## src/rtl/modulo_transferencia_rolhas.sv

```systemverilog
// Cork transfer sequencer: moves corks one per clock from the reserve into the
// capping dispenser, strobing the external counters and reporting the amount moved.
module modulo_transferencia_rolhas #(
    parameter int RES_W     = 7,
    parameter int DISP_W    = 4,
    parameter int DISP_MAX  = 15,
    parameter int NIVEL_MIN = 5
) (
    input  logic              clk,
    input  logic              rst_n,
    input  logic              enable,
    input  logic              transfer_rolhas,
    input  logic [RES_W-1:0]  reg_r,
    input  logic [DISP_W-1:0] reg_d,
    output logic              dec_r,
    output logic              inc_d,
    output logic              busy,
    output logic              done,
    output logic [DISP_W-1:0] qtd_transf
);

    localparam int CALC_W = RES_W + 1;
    localparam logic [CALC_W-1:0] DISP_MAX_C  = CALC_W'(DISP_MAX);
    localparam logic [CALC_W-1:0] CNT_LIMIT   = CALC_W'((1 << DISP_W) - 1);
    localparam logic [DISP_W-1:0] NIVEL_MIN_C = DISP_W'(NIVEL_MIN);
    localparam logic [DISP_W-1:0] ONE_D       = DISP_W'(1);

    typedef enum logic [1:0] {
        IDLE,
        CALC,
        MOVE,
        DONE
    } state_t;

    state_t              state;
    logic [DISP_W-1:0]   n;
    logic [DISP_W-1:0]   cnt;
    logic [DISP_W-1:0]   cnt_next;
    logic [DISP_W-1:0]   n_calc;
    logic [CALC_W-1:0]   reg_d_ext;
    logic [CALC_W-1:0]   reg_r_ext;
    logic [CALC_W-1:0]   room;
    logic [CALC_W-1:0]   n_wide;
    logic                start_req;
    logic                strobe_ok;

    // Transfer size is worked out one bit wider than the reserve so the
    // subtraction and the min() never wrap before being clamped to DISP_W bits.
    always_comb begin
        reg_d_ext = CALC_W'(reg_d);
        reg_r_ext = CALC_W'(reg_r);
        room      = (reg_d_ext >= DISP_MAX_C) ? '0 : (DISP_MAX_C - reg_d_ext);
        n_wide    = (room < reg_r_ext) ? room : reg_r_ext;
        n_calc    = (n_wide > CNT_LIMIT) ? '1 : n_wide[DISP_W-1:0];
    end

    assign start_req = enable & transfer_rolhas & (reg_d < NIVEL_MIN_C);
    assign strobe_ok = enable & (cnt < n);
    assign cnt_next  = cnt + ONE_D;

    // n latched in CALC is authoritative; the external counters lag the strobes
    // by a cycle, so reg_r/reg_d are never consulted again until the next IDLE.
    always_ff @(posedge clk or negedge rst_n) begin
        if (!rst_n) begin
            state      <= IDLE;
            dec_r      <= 1'b0;
            inc_d      <= 1'b0;
            busy       <= 1'b0;
            done       <= 1'b0;
            qtd_transf <= '0;
            n          <= '0;
            cnt        <= '0;
        end else begin
            dec_r <= 1'b0;
            inc_d <= 1'b0;
            done  <= 1'b0;
            case (state)
                IDLE: begin
                    if (start_req) begin
                        state <= CALC;
                        busy  <= 1'b1;
                    end
                end
                CALC: begin
                    n   <= n_calc;
                    cnt <= '0;
                    if (n_calc == '0) begin
                        state <= DONE;
                        busy  <= 1'b0;
                    end else begin
                        state <= MOVE;
                        busy  <= 1'b1;
                    end
                end
                MOVE: begin
                    if (strobe_ok) begin
                        dec_r <= 1'b1;
                        inc_d <= 1'b1;
                        cnt   <= cnt_next;
                        if (cnt_next == n) begin
                            state <= DONE;
                            busy  <= 1'b0;
                        end
                    end else if (cnt >= n) begin
                        state <= DONE;
                        busy  <= 1'b0;
                    end
                end
                DONE: begin
                    done       <= 1'b1;
                    qtd_transf <= cnt;
                    busy       <= 1'b0;
                    state      <= IDLE;
                end
                default: begin
                    state <= IDLE;
                    busy  <= 1'b0;
                end
            endcase
        end
    end

endmodule

```

## config.mk

```make
export PLATFORM = sky130hd
export DESIGN_NAME = modulo_transferencia_rolhas
export DESIGN_NICKNAME = d
export VERILOG_FILES = /design/src/rtl/modulo_transferencia_rolhas.sv
export SDC_FILE = /design/constraint.sdc
export NUM_CORES = 1
export LEC_CHECK = 0
export CORE_UTILIZATION = 30
export DETAILED_ROUTE_END_ITERATION = 10
export PLACE_DENSITY_LB_ADDON = 0.12
export SLEW_MARGIN = 15
export SYNTH_ARGS = -nofsm -noshare
export SYNTH_HDL_FRONTEND = slang
export SYNTH_SLANG_ARGS = --single-unit
export TNS_END_PERCENT = 10
```

## constraint.sdc

```tcl
create_clock -name clk -period 5.4 [get_ports clk]
set_input_delay 1.08 -clock clk [delete_from_list [all_inputs] [get_ports clk]]
set_output_delay 1.08 -clock clk [all_outputs]
set_load 0.02 [all_outputs]
```

# After elaboration in Yosys (flattened, before gate mapping)
# Cells that the tools add are included.
op_classes:
  bitwise_logic: 3
  muxes: 20
  add_sub_neg: 2
  reduce_logical: 5
  n_eq_ne: 8
  order_cmp: 6
op_table:
  columns: ["op", "n"]
  rows:
  - ["two-way mux 8 bit", 2]
  - ["two-way mux 1 bit", 9]
  - ["> comparator 8 x 4 -> 1 bit (second input constant)", 1]
  - ["less-than comparator 8 x 7 -> 1 bit", 1]
  - ["two-way mux 2 bit", 4]
  - ["two-way mux 4 bit", 2]
  - ["one-hot mux 2 bit (4 select lines)", 1]
  - ["one-hot mux 4 bit (2 select lines)", 1]
  - ["inequality test 3 bit (second input constant)", 2]
  - ["subtractor 4 x 4 -> 5 bit (first input constant)", 1]
  - ["adder 4 x 1 -> 4 bit (second input constant)", 1]
  - ["== test 2 bit (second input constant)", 2]
  - ["== test 4 bit", 1]
  - ["greater-or-equal comparator 4 bit", 1]
  - ["greater-or-equal comparator 4 bit (second input constant)", 1]
  - ["zero test 4 bit", 1]
  - ["less-than comparator 4 x 3 -> 1 bit (second input constant)", 1]
  - ["less-than comparator 4 bit", 1]
  - ["inequality test 2 bit (second input constant)", 2]
  - ["one-hot mux 1 bit (4 select lines)", 1]
  - ["bitwise AND 1 bit", 3]
  - ["AND reduction 3 bit", 1]
  - ["== test 2 x 1 -> 1 bit (second input constant)", 1]
  - ["zero test 2 bit", 1]
  - ["2 further kinds", 2]
word_totals:
  register_bits: 17
  in_bits: 15
  word_cells: 51

# Longest topological paths before layout
# Gate-level depths: netlist of run 1.
depth:
  depth_word: 9
  mapped_depth: 8

# Worst setup path after synthesis of run 1
# OpenSTA, ideal clock, no wires.
synth_timing:
  path_kind: "input to register"
  startpoint: "input reg_d[3]"
  endpoint: "register n[0]"
  setup_time_ns: 0.140
  slack_ns: 2.851
  cell_stages: 8
  required_time_ns: 5.260
  t_arrival_ns: 2.409
  path_cell_list: "inv_1 > ha_1 > o21ai_2 > a2111oi_4 > nor2b_1 > buf_4 > mux2i_1 > a21oi_1"
synth_via:
  elab_chain_cells: 6
  elab_cells_between_ends: 7
  classes_between: "1 x add/sub; 3 x order compare; 3 x mux"
synth_rtl:
  columns: ["item", "line", "source"]
  rows:
  - ["start, declared", "14", "input logic [DISP_W-1:0] reg_d,"]
  - ["subtractor 4 x 4 -> 5 bit or greater-or-equal comparator 4 bit (tied branches)", "52", "room = (reg_d_ext >= DISP_MAX_C) ? '0 : (DISP_MAX_C - reg_d_ext);"]
  - ["two-way mux 8 bit *", "52", null]
  - ["less-than comparator 8 x 7 -> 1 bit", "53", "n_wide = (room < reg_r_ext) ? room : reg_r_ext;"]
  - ["two-way mux 8 bit *", "53", null]
  - ["> comparator 8 x 4 -> 1 bit", "54", "n_calc = (n_wide > CNT_LIMIT) ? '1 : n_wide[DISP_W-1:0];"]
  - ["two-way mux 4 bit *", "54", null]
  - ["end signal, assigned", "85", "n <= n_calc;"]
  - ["end, declared", "36", "logic [DISP_W-1:0] n;"]
# Mark *: on every way between the ends. The rest lies on a longest branch, timed or not.
# A chain may end at the register's enable or synchronous reset.

# Final worst setup path of run 1
layout_timing:
  startpoint: "input reg_d[2]"
  endpoint: "register n[1]"
# The elaborated chain is that of the path after synthesis.

==> results of run 1 <==
## layout make-up
type                            count  area, um^2
Fill cell                         378        2250
Multi-Input combinational cell     79         701
Sequential cell                    17         425
Timing Repair Buffer               22         220
Inverter                           18        67.6
Tap cell                           48        60.1
Clock buffer                        4        45.0
## cell usage in the layout (no fill, tap or decap)
master and instances:
nand3b_1 4, and3_1 1, nor2b_1 3, clkdlybuf4s50_1 22
o21ai_2 1, a21o_1 2, a31oi_1 1, nor3b_1 1
nand3_1 3, nand2_1 2, o31ai_1 1, inv_1 18
nand4bb_1 1, o21ai_0 3, a2111oi_4 2, dfrtp_1 17
xnor2_1 4, nor3_1 3, clkbuf_8 3, nand4b_1 1
o211a_1 1, o21a_1 1, clkbuf_1 1, a2bb2oi_1 1
nor4_1 2, mux2i_1 8, a41o_1 1, nand4_1 2
xor2_1 1, a211oi_1 1, a311oi_1 1, nor2_1 3
mux2_2 6, o211ai_1 2, ha_1 13, a21oi_1 3
## per-stage QoR
stage          hold WS, ns  area, um^2
6_report             0.509        1520
5_1_grt              0.528        1520
3_3_place_gp         0.491        1470
3_5_place_dp         0.495        1470
4_1_cts              0.511        1520
2_1_floorplan        0.496        1210
## worst max-delay path: stages
cell and delay [ns]:
clkdlybuf4s50_1 0.49, inv_1 0.08, ha_1 0.29, o21ai_2 0.07, a2111oi_4 0.43, nor2b_1 0.43
mux2i_1 0.26, mux2i_1 0.09
## worst paths after layout
kind	start	endpoint	slack (ns)	depth (start not counted)
setup / recovery	reg_d[2]	n[1]$_DFFE_PN0P_	2.30	8
hold / removal	qtd_transf[0]$_DFFE_PN0P_	qtd_transf[0]$_DFFE_PN0P_	0.51	1
setup reg to reg	cnt[0]$_DFFE_PN0P_	busy$_DFFE_PN0P_	3.36	6
hold reg to reg	qtd_transf[0]$_DFFE_PN0P_	qtd_transf[0]$_DFFE_PN0P_	0.51	1
max in group asynchronous	rst_n	qtd_transf[0]$_DFFE_PN0P_	3.61	1
min in group asynchronous	rst_n	inc_d$_DFF_PN0_	1.29	1
## routing by layer
metal  vias up  routed length (um)  part of all wire (%)  track usage [%]
met5         -                   0                     0                0
met4         0                  37                   1.4             4.89
met3         4                  72                   2.8             3.65
met2        10                1160                    45             21.1
met1       432                1300                    51             17.7
li1        464                   -                     -                -
## cell families (layout without fill, tap and decap cells)
logic type | after synthesis | count (layout) | synth area share (%)
and+or+nand+nor | 26 | 26 | 12.9
AOI/OAI and AO/OA | 21 | 21 | 15.7
buffers and inverters | 21 | 44 | 7.12
DFF | 17 | 17 | 35.1
muxes | 14 | 14 | 12.2
adders and majority gates | 13 | 13 | 13.4
xor gates and xnor gates | 5 | 5 | 3.61
## flip-flops by register name, summed over array words and instances, names as in the netlist
| register | count |
|---|---|
| busy | 1 |
| cnt | 4 |
| done | 1 |
| inc_d | 1 |
| n | 4 |
| qtd_transf | 4 |
| state | 2 |
## where the power goes
part | switching (W) | leakage, nW | internal, W
combinational | 0.000187 | 0.457 | 0.000190
sequential | 0.0000447 | 0.214 | 0.000177
clock | 0.0000437 | 0.0228 | 0.0000524
==> impl_metrics.tcl, run 1 <==
set metrics [dict create \
    place_congestion 0.801 \
    drt_pass1_iterations 3 \
    dp.cells 184 \
    utilization_pct 40.3 \
    cts_tree "built" \
    synth_nets 145 \
    antenna_found_initial 0 \
    fp.dieH_um 65.6 \
    cp.arrival_ns 3.22 \
    hold_violations 0 \
    skew_ns 0.00108 \
    port-buffer-count 22 \
    tightest_slew_ns 0.803 \
    endpoint_kind "flip-flop" \
    synth_edf_count 0 \
    nNetsFinal 169 \
    clock-sinks 17 \
    setup_viol 0 \
    start_util_pct 32.1 \
    grt_use_total_pct 13.5 \
    num_antenna_cells 0 \
    rsz0062_at_grt "no" \
    postCtsSetupRepairBufs 0 \
    start_kind "primary input" \
    hold_buffers 0 \
    drc 0 \
    drt_iter0_markers 31 \
    grt_max_degree 18 \
    cts_root_buffer "clkbuf_8" \
    fmax_mhz 322 \
    core-area_um2 3770 \
    hp-class "flip-flop to flip-flop" \
    grt_pass1_wl_mm 4.33 \
    fin_ws_ns 2.30 \
    instances_no_fill 188 \
    ys_ff_latch 17 \
    vdd_ir_drop_max_uv 202 \
    syn_inst 117 \
    dp_slack_ns 2.02 \
    yosysSeqAreaShare_pct 35.1 \
    total_power_w 0.000695 \
    relSlewSlack_pct 46.3 \
    gr-total-overflow 0 \
    post_cts_resized 0 \
    yosysWarningCount 0 \
    pin_count 23 \
    async_reset_ff_share_pct 100 \
    antenna_left 0 \
    cp.required_ns 5.52 \
    synthFlopType "dfrtp_1" \
    critPathMaxFanout 5 \
    finalSetupTns_ns 0 \
    status "finished, final reports clean" \
    numCtsBuffers 3 \
    via_count 910 \
    fp.dieArea_um2 4300 \
    p_leak_nw 0.694 \
    clockBufferDepth 2 \
    synth_top_cell_area_share_pct 35.1 \
    fin_crit_ns 3.10 \
    synthTopCellsByCount "18 x inv_1, 17 x dfrtp_1, 13 x ha_1, 8 x mux2i_1, 6 x mux2_2" \
    synth_top_area_cell "dfrtp_1" \
    drt_wl_total_mm 2.56 \
    yosys.cell_count.top_type "inv_1" \
    path_clk_slew_ns 0.06 \
    setup.worst_path.class "primary input to flip-flop" \
    cap_violations 0 \
    synth.area.top_cells "dfrtp_1 35%, ha_1 13%, mux2i_1 6.6%, inv_1 5.6%, mux2_2 5.6%" \
    cts.htree.levels 1 \
    die_x_um 65.6 \
    yosysUniqueCellTypes 35 \
    layout-drive-gt1-share_pct 8.57 \
    synth.cell_area_um2 1210 \
    hpwl_mm 2.01 \
    slew_violations 0 \
    worstSkewPairLatency_ns 0.25 \
    avgSynthCellArea_um2 10.4 \
    fin_crit_sh_pct 57.5 \
    vias_per_cell 4.84 \
    synthToLayoutAreaGrowth_pct 25.3 \
    core.rowCount 22 \
    grt_pass1_vias 927 \
    wire_per_inst_um 13.6 \
    power_density_nw_per_um2 457 \
]
(Power assumes the default switching activity.)
==> run 2, diff against run 1 <==
==> constraint.sdc (replaced) <==
create_clock -name clk -period 2.7 [get_ports clk]
set_input_delay 0.54 -clock clk [delete_from_list [all_inputs] [get_ports clk]]
set_output_delay 0.54 -clock clk [all_outputs]
set_load 0.02 [all_outputs]
==> run 2 against run 1 <==
Power grew 100%; worst setup slack lost 1.9 ns; die area is the same; count of clock-buffer cells in the layout is the same; final cell count grew 1.1%; sequential cell count is the same; register-to-register slack lost 2.7 ns; wire length shrank 1.7%; clock skew grew 0.0014 ns; non-clock buffer count grew 2; via count grew 0.66%; critical endpoint is now n[0]$_DFFE_PN0P_.
==> impl_metrics.tcl, run 2 (synthesis results as in run 1) <==
set metrics [dict create \
    power_density_nw_per_um2 908 \
    path_buf_inv 3 \
    start_kind "primary input" \
    slowest_delay_ns 0.50 \
    pin_count 23 \
    drc 0 \
    grt_pass1_vias 930 \
    drt_wl_total_mm 2.52 \
    fp.dieH_um 65.6 \
    drt_pass1_iterations 4 \
    start_util_pct 32.1 \
    grt_max_degree 18 \
    reg_top3 "cnt x4, n x4, qtd_transf x4" \
    cp.arrival_ns 2.45 \
    hpwl_mm 2.01 \
    nNetsFinal 171 \
    setup.worst_path.class "primary input to flip-flop" \
    status "finished, final reports clean" \
    die_x_um 65.6 \
    final_cell_mix "22 x clkdlybuf4s50_1, 18 x inv_1, 17 x dfrtp_1" \
    post_cts_resized 0 \
    cts_root_buffer "clkbuf_8" \
    hp-class "flip-flop to flip-flop" \
    postCtsSetupRepairBufs 0 \
    fin_crit_sh_pct 86.4 \
    final_common_cell "clkdlybuf4s50_1" \
    critPathMaxFanout 4 \
    endpoint_kind "flip-flop" \
    wire_per_inst_um 13.3 \
    layout-drive-gt1-share_pct 9.86 \
    skew_ns 0.00250 \
    cp.required_ns 2.81 \
    clock-sinks 17 \
    hold_buffers 0 \
    gr-total-overflow 0 \
    vias_per_cell 4.82 \
    finalSetupTns_ns 0 \
    hold_violations 0 \
    slowest_stage "clkdlybuf4s50_1" \
    cts_tree "built" \
    fp.dieArea_um2 4300 \
    relSlewSlack_pct 48.1 \
    drt_iter0_markers 72 \
    synthToLayoutAreaGrowth_pct 26.5 \
    port-buffer-count 22 \
    slew_violations 0 \
    cp_top_family "buffers and inverters" \
    crit_chain "clkdlybuf4s50_1 -> inv_1 -> ha_1 -> o21ai_2 -> a2111oi_4 -> nor2b_1 -> buf_4 -> mux2i_1 -> a21oi_1" \
    fmax_mhz 428 \
    worstSkewPairLatency_ns 0.25 \
    place_congestion 0.788 \
    grt_use_total_pct 13.2 \
    clockBufferDepth 2 \
    vdd_ir_drop_max_uv 469 \
    whs_ns 0.511 \
    num_antenna_cells 0 \
    core.rowCount 22 \
    numCtsBuffers 3 \
    grt_pass1_wl_mm 4.31 \
    antenna_found_initial 0 \
    cts.htree.levels 1 \
    fin_crit_ns 2.33 \
    via_count 916 \
    setup_viol 0 \
    p_leak_nw 0.705 \
    path_clk_slew_ns 0.07 \
    tightest_slew_ns 0.777 \
    core-area_um2 3770 \
    rsz0062_at_grt "no" \
    cap_violations 0 \
    antenna_left 0 \
]
-- run 2: changes by cell type in the layout (fill, tap and decap cells not counted) --
cell / previous run / this run
buf_4: 0 / 2
-- run 2: path summary, 6_finish.rpt --
check                                        start                   end  slack, ns  cells past startpoint
min in group asynchronous                    rst_n      n[0]$_DFFE_PN0P_       0.74                      1
worst min-delay path              busy$_DFFE_PN0P_      busy$_DFFE_PN0P_       0.51                      1
max in group asynchronous                    rst_n      n[3]$_DFFE_PN0P_       1.47                      1
worst max-delay path                      reg_d[2]      n[0]$_DFFE_PN0P_       0.37                      9
worst min register to register    busy$_DFFE_PN0P_      busy$_DFFE_PN0P_       0.51                      1
worst max register to register  cnt[0]$_DFFE_PN0P_  state[1]$_DFFE_PN0P_       0.64                      6
-- run 2: per-stage QoR --
step                      setup slack, ns  instance area (um^2)  utilization, %  std cells  total power (W)
after global routing                0.246                  1530            40.7        190          0.00152
after CTS                           0.362                  1530            40.7        190          0.00142
after detailed placement           0.0989                  1490            39.5        186          0.00121
final                               0.366                  1530            40.7        190          0.00139
after global placement             0.0900                  1490            39.5        186          0.00121
after floorplan                     0.691                  1210               -        117         0.000989
-- run 2: layout make-up --
cell class                 instances  area [um^2]
multi-input combinational         79          701
sequential                        17          425
inverter                          18         67.6
fill                             362         2240
clock buffer                       4         45.0
timing repair buffer              24          235
tap                               48         60.1
-- run 2: routing by layer --
metal	part of all wire, %	track usage (%)	wire [um]
met1	51	17.9	1290
met2	45	20.9	1140
met3	2.9	3.47	73
met4	0.67	3.26	17
met5	0	0	0
-- run 2: report_power, final --
group | leakage (nW) | switching, W | internal (W)
Combinational | 0.468 | 0.000382 | 0.000382
Sequential | 0.214 | 0.0000859 | 0.000354
Clock | 0.0228 | 0.0000836 | 0.000105
Total | 0.705 | 0.000552 | 0.000841
==> run 3, diff against run 2 <==
--- a/config.mk
+++ b/config.mk
@@ -5,7 +5,7 @@
 export SDC_FILE = /design/constraint.sdc
 export NUM_CORES = 1
 export LEC_CHECK = 0
-export CORE_UTILIZATION = 30
+export CORE_UTILIZATION = 40
 export DETAILED_ROUTE_END_ITERATION = 10
 export PLACE_DENSITY_LB_ADDON = 0.12
 export SLEW_MARGIN = 15
==> run 3 against run 2 <==
The flow now finishes with violations (design-rule violations); global-route usage is 4.1 points higher; non-clock buffer count stayed put; worst setup slack better by 0.035 ns; register-to-register slack barely moved; critical path type unchanged; largest cell class unchanged; largest power group unchanged; highest routed layer unchanged.
==> impl_metrics.tcl, run 3 (synthesis results as in run 1) <==
set metrics [dict create \
    instances_no_fill 173 \
    fin_crit_sh_pct 85.2 \
    cts_root_buffer "clkbuf_4" \
    slowest_delay_ns 0.52 \
    swShare_pct 40.9 \
    grt_use_total_pct 17.3 \
    endpoint_kind "flip-flop" \
    grt_max_degree 18 \
    core.rowCount 19 \
    reg_top3 "cnt x4, n x4, qtd_transf x4" \
    cts.htree.levels 1 \
    wire_per_inst_um 14.2 \
    slew_violations 0 \
    pin_count 23 \
    hp-start "qtd_transf[1]$_DFFE_PN0P_" \
    start_kind "primary input" \
    fp.dieArea_um2 3260 \
    post_cts_resized 0 \
    drt_wl_total_mm 2.46 \
    hold_buffers 0 \
    worst-r2r-setup-slack_ns 0.65 \
    relSlewSlack_pct 49.3 \
    cts_tree "built" \
    drt_iter0_markers 25 \
    final_common_cell "clkdlybuf4s50_1" \
    setup_viol 0 \
    synthToLayoutAreaGrowth_pct 23.2 \
    cp.arrival_ns 2.47 \
    place_congestion 0.873 \
    min_to "qtd_transf[1]$_DFFE_PN0P_" \
    num_antenna_cells 0 \
    die_x_um 57.1 \
    min_path_cells 1 \
    r2r-end "state[1]$_DFFE_PN0P_" \
    crit_chain "clkdlybuf4s50_1 -> inv_1 -> ha_1 -> o21ai_2 -> a2111oi_4 -> nor2b_1 -> buf_4 -> mux2i_1 -> mux2i_1" \
    combPwrFrac_pct 56.6 \
    fmax_mhz 435 \
    p_leak_nw 0.697 \
    drc 2 \
    setup.worst_path.class "primary input to flip-flop" \
    grt_pass1_wl_mm 4.24 \
    nNetsFinal 171 \
    core-area_um2 2810 \
    hpwl_mm 1.97 \
    hold_violations 0 \
    tightest_slew_ns 0.759 \
    p_switching_w 0.000548 \
    final_cell_mix "22 x clkdlybuf4s50_1, 18 x inv_1, 17 x dfrtp_1" \
    cap_violations 0 \
    worstSkewPairLatency_ns 0.30 \
    pwr-share-seq_pct 32.9 \
    slowest_stage "clkdlybuf4s50_1" \
    pwr-share-clk_pct 10.5 \
    intPower_w 0.000792 \
    critPathMaxFanout 4 \
    hp-class "flip-flop to flip-flop" \
    cp.required_ns 2.87 \
    finalSetupTns_ns 0 \
    path_clk_slew_ns 0.10 \
    antenna_found_initial 0 \
    postCtsSetupRepairBufs 0 \
    fp.dieH_um 57.1 \
    vias_per_cell 5.38 \
    power_density_nw_per_um2 897 \
    port-buffer-count 22 \
    dp.cells 169 \
    via_count 930 \
    r2r_cells 6 \
    clockBufferDepth 2 \
    start_util_pct 43.2 \
    status "complete, but fails checks" \
    fin_crit_ns 2.30 \
    drt_pass1_iterations 7 \
    numCtsBuffers 3 \
    skew_ns 0.00185 \
    clock-sinks 17 \
    reg2reg_from "cnt[0]$_DFFE_PN0P_" \
    violations "design-rule violations" \
    antenna_left 0 \
    rsz0062_at_grt "no" \
    layout-drive-gt1-share_pct 9.86 \
    vdd_ir_drop_max_uv 511 \
    grt_pass1_vias 934 \
    gr-total-overflow 0 \
    cp_common_cell "mux2i_1" \
]
-- run 3: cell counts in the layout (fill, tap and decap cells not counted) --
Identical to the previous run, type by type.
-- run 3: layout make-up --
cell class	instances	area (um^2)
Timing Repair Buffer	24	235
Clock buffer	4	26.3
Sequential cell	17	425
Tap cell	31	38.8
Fill cell	269	1310
Inverter	18	67.6
Multi-Input combinational cell	79	701
-- run 3: worst max-delay path: cells and delay by family --
family | cells | cell delay (ns)
AO/OA/AOI/OAI | 2 | 0.43
adder cells (fa/ha/maj) | 1 | 0.30
buffers and inverters | 3 | 0.73
multiplexers | 2 | 0.29
AND/OR/NAND/NOR | 1 | 0.18
-- run 3: worst max path at each step --
stage | from | end | slack (ns) | cells past startpoint
floorplan | reg_d[3] | n[0]$_DFFE_PN0P_ | 0.69 | 8
global placement | reg_d[3] | n[2]$_DFFE_PN0P_ | 0.13 | 9
detailed placement | reg_d[2] | n[2]$_DFFE_PN0P_ | 0.09 | 9
CTS | reg_d[2] | n[2]$_DFFE_PN0P_ | 0.42 | 9
global route | reg_r[2] | n[2]$_DFFE_PN0P_ | 0.28 | 9
finish | reg_r[2] | n[2]$_DFFE_PN0P_ | 0.40 | 9
-- run 3: through the flow --
stage	cell area [um^2]	setup WS (ns)	hold WS [ns]	utilization [%]	power, W
after global placement	1470	0.126	0.491	52.3	0.00119
after floorplan	1210	0.691	0.244	-	0.000989
final	1490	0.401	0.516	53.3	0.00134
after detailed placement	1470	0.0940	0.495	52.3	0.00121
after global routing	1490	0.282	0.530	53.3	0.00147
after CTS	1490	0.420	0.518	53.3	0.00136
-- run 3: power by group through the flow --
stage	Combinational [W]	Sequential, W	Clock, W
after global placement	0.000750	0.000443	0
after CTS	0.000768	0.000442	0.000149
after detailed placement	0.000764	0.000448	0
final	0.000759	0.000440	0.000141
after global routing	0.000849	0.000457	0.000159
after floorplan	0.000523	0.000466	0
-- run 3: per-layer routing --
layer | track usage [%] | vias up | share of wire [%]
met4 | 5.57 | 0 | 0.73
met1 | 22.9 | 444 | 50
met3 | 5.22 | 2 | 3.7
met2 | 27.2 | 15 | 46
met5 | 0 | - | 0
li1 | - | 469 | -
